### config.mk
export PLATFORM = sky130hd
export DESIGN_NAME = rgb_mixer_n_flat
export DESIGN_NICKNAME = d
export VERILOG_FILES = /design/src/rtl/rgb_mixer_n_if.sv /design/src/rtl/rgb_mixer_n.sv /design/src/flat_wrapper.sv
export SDC_FILE = /design/constraint.sdc
export NUM_CORES = 1
export LEC_CHECK = 0
export ABC_AREA = 1
export CAP_MARGIN = 20
export CELL_PAD_IN_SITES_DETAIL_PLACEMENT = 0
export CELL_PAD_IN_SITES_GLOBAL_PLACEMENT = 2
export CORE_MARGIN = 3
export CORE_UTILIZATION = 39
export CTS_CLUSTER_SIZE = 14
export DETAILED_ROUTE_END_ITERATION = 8
export DONT_BUFFER_PORTS = 1
export PLACE_DENSITY = 0.76
export SLEW_MARGIN = 20
export SYNTH_ARGS = -nofsm -noshare
export SYNTH_HDL_FRONTEND = slang
export SYNTH_SLANG_ARGS = --single-unit
### constraint.sdc
create_clock -name clk -period 4.5 [get_ports clk]
set_clock_uncertainty 0.05 [all_clocks]
set_input_delay 0.675 -clock clk [delete_from_list [all_inputs] [get_ports clk]]
set_output_delay 0.675 -clock clk [all_outputs]
set_load 0.005 [all_outputs]
### src/rtl/rgb_mixer_n_if.sv
// Pad-side bundle for rgb_mixer_n: raw encoder inputs, PWM outputs, level readback
// and the pad output-enable-bar. NUM_CH/WIDTH must match the attached rgb_mixer_n.
interface rgb_mixer_n_if #(
    parameter int NUM_CH       = 3,
    parameter int WIDTH        = 8,
    parameter int MPRJ_IO_PADS = 38
);
    logic [NUM_CH-1:0]       enc_a;
    logic [NUM_CH-1:0]       enc_b;
    logic [NUM_CH-1:0]       pwm_out;
    logic [NUM_CH*WIDTH-1:0] level;
    logic [MPRJ_IO_PADS-1:0] io_oeb;

    modport master (
        output enc_a,
        output enc_b,
        input  pwm_out,
        input  level,
        input  io_oeb
    );

    modport slave (
        input  enc_a,
        input  enc_b,
        output pwm_out,
        output level,
        output io_oeb
    );
endinterface

### src/rtl/rgb_mixer_n.sv
// N-channel quadrature-encoder to PWM mixer: sync + debounce + step decode per channel,
// shared PWM counter with optional per-channel phase stagger and period-boundary duty latch.
module rgb_mixer_n #(
    parameter int NUM_CH   = 3,
    parameter int WIDTH    = 8,
    parameter int HIST_LEN = 8,
    parameter int STEP     = 1,
    parameter int SATURATE = 1,
    parameter int INIT     = 0,
    parameter int STAGGER  = 1
) (
    input  logic clk,
    input  logic reset,
    rgb_mixer_n_if.slave bus
);

    localparam int               OFF       = (STAGGER != 0) ? (2 ** WIDTH) / NUM_CH : 0;
    localparam logic [WIDTH:0]   STEP_W    = (WIDTH + 1)'(STEP);
    localparam logic [WIDTH-1:0] INIT_L    = WIDTH'(INIT);
    localparam logic [WIDTH-1:0] LEVEL_MAX = '1;

    logic [WIDTH-1:0] cnt_q;

    always_ff @(posedge clk or posedge reset) begin
        if (reset) begin
            cnt_q <= '0;
        end else begin
            cnt_q <= cnt_q + 1'b1;
        end
    end

    assign bus.io_oeb = '0;

    genvar gi, gj;
    generate
        for (gi = 0; gi < NUM_CH; gi++) begin : g_ch
            localparam logic [WIDTH-1:0] PH_OFF = WIDTH'(gi * OFF);

            logic [1:0] raw_ab;
            logic [1:0] deb;   // [0] = A, [1] = B

            assign raw_ab = {bus.enc_b[gi], bus.enc_a[gi]};

            for (gj = 0; gj < 2; gj++) begin : g_deb
                logic [1:0]          sync_q;
                logic [HIST_LEN-1:0] hist_q;
                logic                deb_q;

                always_ff @(posedge clk or posedge reset) begin
                    if (reset) begin
                        sync_q <= '0;
                        hist_q <= '0;
                        deb_q  <= 1'b0;
                    end else begin
                        sync_q <= {sync_q[0], raw_ab[gj]};
                        hist_q <= {hist_q[HIST_LEN-2:0], sync_q[1]};
                        // Hysteresis: only a fully uniform history moves the output.
                        if (&hist_q) begin
                            deb_q <= 1'b1;
                        end else if (~|hist_q) begin
                            deb_q <= 1'b0;
                        end
                    end
                end

                assign deb[gj] = deb_q;
            end

            logic             a_prev_q;
            logic [WIDTH-1:0] level_q;
            logic [WIDTH-1:0] level_d;
            logic [WIDTH-1:0] duty_q;
            logic [WIDTH-1:0] eff_d;
            logic [WIDTH-1:0] phase;
            logic [WIDTH:0]   sum_inc;
            logic [WIDTH:0]   sum_dec;
            logic             pwm_q;

            always_comb begin
                sum_inc = {1'b0, level_q} + STEP_W;
                sum_dec = {1'b0, level_q} - STEP_W;
                level_d = level_q;
                // Top bit of the WIDTH+1 result flags overflow (inc) or borrow (dec).
                if (deb[0] && !a_prev_q) begin
                    if (!deb[1]) begin
                        level_d = ((SATURATE != 0) && sum_inc[WIDTH]) ? LEVEL_MAX : sum_inc[WIDTH-1:0];
                    end else begin
                        level_d = ((SATURATE != 0) && sum_dec[WIDTH]) ? '0 : sum_dec[WIDTH-1:0];
                    end
                end
            end

            always_comb begin
                phase = cnt_q + PH_OFF;
                eff_d = (phase == '0) ? level_q : duty_q;
            end

            always_ff @(posedge clk or posedge reset) begin
                if (reset) begin
                    a_prev_q <= 1'b0;
                    level_q  <= INIT_L;
                    duty_q   <= '0;
                    pwm_q    <= 1'b0;
                end else begin
                    a_prev_q <= deb[0];
                    level_q  <= level_d;
                    duty_q   <= eff_d;
                    pwm_q    <= (phase < eff_d);
                end
            end

            assign bus.pwm_out[gi]               = pwm_q;
            assign bus.level[gi*WIDTH +: WIDTH]  = level_q;
        end
    endgenerate

endmodule

### src/flat_wrapper.sv
// flat-port wrapper written by rule: the top's interface ports become plain ports
module rgb_mixer_n_flat 
#(
    parameter int NUM_CH   = 3,
    parameter int WIDTH    = 8,
    parameter int HIST_LEN = 8,
    parameter int STEP     = 1,
    parameter int SATURATE = 1,
    parameter int INIT     = 0,
    parameter int STAGGER  = 1
)
  (clk, reset, bus_enc_a, bus_enc_b, bus_pwm_out, bus_level, bus_io_oeb);
  rgb_mixer_n_if #(.NUM_CH(NUM_CH), .WIDTH(WIDTH)) bus_i ();
  input  logic clk;
  input  logic reset;
  input wire logic [$bits(bus_i.enc_a)-1:0] bus_enc_a;
  input wire logic [$bits(bus_i.enc_b)-1:0] bus_enc_b;
  output wire logic [$bits(bus_i.pwm_out)-1:0] bus_pwm_out;
  output wire logic [$bits(bus_i.level)-1:0] bus_level;
  output wire logic [$bits(bus_i.io_oeb)-1:0] bus_io_oeb;
  assign bus_i.enc_a = bus_enc_a;
  assign bus_i.enc_b = bus_enc_b;
  assign bus_pwm_out = bus_i.pwm_out;
  assign bus_level = bus_i.level;
  assign bus_io_oeb = bus_i.io_oeb;
  rgb_mixer_n #(.NUM_CH(NUM_CH), .WIDTH(WIDTH), .HIST_LEN(HIST_LEN), .STEP(STEP), .SATURATE(SATURATE), .INIT(INIT), .STAGGER(STAGGER)) u_core (.clk(clk), .reset(reset), .bus(bus_i));
endmodule
* Yosys cells after proc, flatten, opt, wreduce, memory -nomap -nowiden
Index checks and enable logic that the tools add are counted.
Storage, ports and cells: input bits 8, output and inout bits 65, word-level logic and storage cells 94, flip-flop bits (word level) 128
Operators by class: muxes and demuxes 24, add/subtract/negate cells 9, reduce and logical (&&, ||, !) cells 21, order comparisons 3, equal/unequal tests 6
Operators by type and width (number):
- 2-to-1 mux 8 bit | 12
- AND reduction 8 bit | 6
- OR reduction 8 bit | 6
- adder 8 x 1 -> 9 bit, second input constant | 3
- subtractor 8 x 1 -> 9 bit, second input constant | 3
- zero test 8 bit | 3
- < comparator 8 bit | 3
- 2-to-1 mux 1 bit | 12
- != test 2 x 1 -> 1 bit, second input constant | 6
- adder 8 x 1 -> 8 bit, second input constant | 1
- adder 8 x 7 -> 8 bit, second input constant | 1
- adder 8 bit, second input constant | 1
- logical AND 1 bit | 3
- zero test 1 bit | 3

* Depth between registers and ports, before layout
word-level depth 4, gate-level depth with buffers 21, gate-level depth less buffers 20

* Worst setup path after synthesis
Ideal clock, no wire load.
path type register to register, from register u_core.cnt_q[2], to register u_core.g_ch[1].pwm_q, path slack 2096 ps, required time 4324 ps, stages on the path, launching flop included 20, library setup time 126 ps, buffers on the path 1, data arrival time 2229 ps, cells stage by stage dfrtp_1 -> inv_2 -> ha_1 -> nand2_1 -> nand2_2 -> nand3_2 -> nand2_1 -> nand2_1 -> nand2_2 -> nor2_2 -> nand2_2 -> inv_4 -> buf_6 -> nand2_1 -> o21ai_2 -> inv_2 -> ha_1 -> a21oi_1 -> o21ai_0 -> a21oi_2
Between the ends: word-level cells in the longest chain between the ends 4
RTL lines:
- start: declaration | RTL line rgb_mixer_n.sv:22 | logic [WIDTH-1:0] cnt_q;
- start signal: assignment | RTL line rgb_mixer_n.sv:28 | cnt_q <= cnt_q + 1'b1;
- adder 8 x 7 -> 8 bit | RTL line rgb_mixer_n.sv:94 | phase = cnt_q + PH_OFF;
- zero test 8 bit | RTL line rgb_mixer_n.sv:95 | eff_d = (phase == '0) ? level_q : duty_q;
- 2-to-1 mux 8 bit | RTL line rgb_mixer_n.sv:95
- via u_core.g_ch[1].eff_d[5] | RTL line rgb_mixer_n.sv:73 | logic [WIDTH-1:0] eff_d;
- < comparator 8 bit | RTL line rgb_mixer_n.sv:108 | pwm_q <= (phase < eff_d);
- end signal: assignment | RTL line rgb_mixer_n.sv:108
- end: declaration | RTL line rgb_mixer_n.sv:77 | logic pwm_q;
The timed path passes the listed nets, and every way through them passes these cells. A chain may end at the register's enable or synchronous reset.

* Worst setup path after layout
from register u_core.cnt_q[2], to register u_core.g_ch[2].pwm_q
Between the ends: word-level cells in the longest chain between the ends 4
RTL lines (RTL line):
- adder 8 bit * | rgb_mixer_n.sv:94
- zero test 8 bit | rgb_mixer_n.sv:95
- 2-to-1 mux 8 bit | rgb_mixer_n.sv:95
- < comparator 8 bit * | rgb_mixer_n.sv:108
- end signal: assignment | rgb_mixer_n.sv:108
- end: declaration | rgb_mixer_n.sv:77
Every way passes the cells marked *; elsewhere a longest branch is shown, timed or not.

==> run summary <==
Status = finished clean
Vias in the first global route = 4263
Comb pwr share = 16.7%
GR Util All Layers = 14.7%
Cts hold-fix bufs = 0
Reg power frac = 44.0%
Reg clk slew, reported paths = 60 ps
Synthesized area = 6390 um2
Worst path slowest cell = dfrtp_1
Layout fillers = 1576
Largest net degree at the start of global routing = 109
Cell-internal power = 2.35 mW
Vias per cell = 4.67
CTS tree = done
Layout Nets = 750
Commonest non-fill, non-tap cell in the layout = dfrtp_1
Crit path DAT = 3090 ps
Clock sinks = 128
Final worst setup slack = 1700 ps
Upper clock frequency limit = 358 MHz
Max layer used = met4
Placement Cell Area = 6440 um2
Final setup violating endpoints = 0
Pre-antenna DRT Iters = 4
Global-route wire length before repair = 21100 um
CP startpoint kind = flop
Worst VDD drop = 0.000271 V
Initial antenna violation count = 0
Post-CTS sizing = 0
Total core area = 15900 um2
Final setup TNS = 0 ps
Top cell type's share of synthesized area = 50.1%
Die Width = 134 um
Mean Syn Cell Area = 9.05 um2
Most frequent cells in the layout = dfrtp_1, nand2_1, inv_1
Global route overflow = 0
Slowest stage delay, CP = 560 ps
Critical path class = flop to flop
Wire length per cell = 13.3 um
CTS HTree Levels = 4
Worst-path cell chain = ha_1 > nor2_1 > o21ai_2 > o21ai_1 > nor2_2 > nand3_2 > o21ai_0 > ha_1 > nand2_1 > nand2_1 > nand2_1 > nand2_1 > a21oi_1
Sequential area share after synthesis = 50.1%
DP Worst Slack = 1710 ps
Max FO, Critical Path = 15
Yosys reg bits = 128
CP dominant cell by count = nand2_1
Cell family contributing the most delay on the critical path = compound AO/OA/AOI/OAI gates
Final Cell Area = 7030 um2
Worst-Skew Late Latency = 420 ps
Layout cells sized above 1 = 9.68%
DRT Wirelength = 12400 um
Starting Density = 40.1%
Clock Path Buffers = 2
Row Count = 46
TritonCTS buffer count = 17
Post-CTS repair timing setup buffer count = 0
RSZ-0062 raised after global routing = false
EDFF count, synth = 0
M1 WL = 5840 um
Worst endpoint required time = 4790 ps
Root buffer cell = clkbuf_16
Cell taking the most area after synthesis = dfrtp_1
Placed insts = 907
Power Density = 497 nW/um2
Switching Power = 1.15 mW
Period minus WS final = 2800 ps
Dpl hpwl = 8790 um
Tcrit/Tclk final = 62.1%
Leakage = 3.49 nW
Async set or reset register ratio after synthesis = 100%
Hold slack = 236 ps
Critical Path End Type = flop
Chip Height = 134 um
Placer Congestion = 0.815
Antenna-violating nets left = 0
Relative slew slack = 35.8%
Tot Pwr = 3.50 mW
CP bufs+invs = 0
I/O Buffers = 0
DR WL met3 = 531 um
Max cap viols = 0
Worst hold path class = input pin to flop
Ports = 73
Mapped Cells = 706
Slew @ Worst Pin = 963 ps
Final Hold Fails = 0
Area Growth Syn to Fin = 10.1%
Die ar. = 17900 um2
Synth cell types = 37
Final Core Density = 44.1%
Met2 WL = 5870 um
Ant diodes = 0
Initial DRC count = 203
Synth area leaders = dfrtp_1, nand2_1, ha_1, inv_1, buf_4
Non-Filler Instances = 939
Slew Limit Fails = 0
Primary FF master, synth = dfrtp_1
Via count = 4383
Synth warn = 0
DRC viols = 0
Sw Ratio = 32.8%
Clock power frac = 39.3%
layer usage:
layer / GRT usage [%] / up-vias
met1: 19.0 / 2048
li1: - / 2249
met2: 23.2 / 72
met4: 5.71 / 0
met5: 0 / -
met3: 4.43 / 14
cells by family (layout without fill, tap and decap cells):
logic type | after synthesis | count (layout) | share of synthesized area [%]
flip-flops | 128 | 128 | 50.1
AND/OR/NAND/NOR | 243 | 243 | 17.1
other | 1 | 38 | 0.0587
adder cells (fa/ha/maj) | 32 | 32 | 6.27
XOR/XNOR | 26 | 26 | 3.57
AO/OA/AOI/OAI | 118 | 118 | 10.8
buffers and inverters | 158 | 138 | 12.0
synthesized netlist by cell type (12+ instances only):
library cell  number
inv_1             94
nand4_1           20
nor2_1            48
ha_1              32
a21oi_1           38
nand2_1          110
nor3_1            12
buf_4             43
xor2_1            25
o21ai_0           34
nand3_1           25
dfrtp_1          128
power by group through the flow:
stage               clock [mW]  sequential (mW)  combinational (mW)
finish                    1.37             1.54               0.586
global route              1.47             1.58               0.688
global placement             0             1.57               0.582
CTS                       1.42             1.55               0.592
detailed placement           0             1.57               0.587
floorplan                    0             1.46               0.549
sequential cells by signal (all words and copies together) (netlist names):
name and flops:
u_core.cnt_q 8, u_core.g_ch.a_prev_q 3, u_core.g_ch.duty_q 24, u_core.g_ch.g_deb.deb_q 6
u_core.g_ch.g_deb.hist_q 48, u_core.g_ch.g_deb.sync_q 12, u_core.g_ch.level_q 24, u_core.g_ch.pwm_q 3
worst paths after layout:
| path | end | cells past startpoint | start | slack (ps) |
|---|---|---|---|---|
| max | u_core.g_ch[2].pwm_q | 13 | u_core.cnt_q[2] | 1700 |
| min | u_core.g_ch[2].g_deb[0].sync_q[0] | 0 | bus_enc_a[2] | 240 |
| max in group asynchronous | u_core.g_ch[2].g_deb[1].hist_q[2] | 2 | reset | 3290 |
| min reg2reg | u_core.g_ch[0].g_deb[1].sync_q[1] | 0 | u_core.g_ch[0].g_deb[1].sync_q[0] | 290 |
| max reg2reg | u_core.g_ch[2].pwm_q | 13 | u_core.cnt_q[2] | 1700 |
| min in group asynchronous | u_core.g_ch[0].g_deb[0].sync_q[0] | 1 | reset | 270 |
cell type report:
class | count | area, um2 | area share [%]
multi-input cells | 457 | 2550 | 36.3
inverters | 105 | 402 | 5.71
clock inverters | 13 | 154 | 2.19
clock buffers | 19 | 443 | 6.30
flip-flops and latches | 128 | 3200 | 45.5
well taps | 216 | 270 | 3.84
repair buffers | 1 | 7.51 | 0.107
Note: power is estimated with default switching activity, not from simulation.
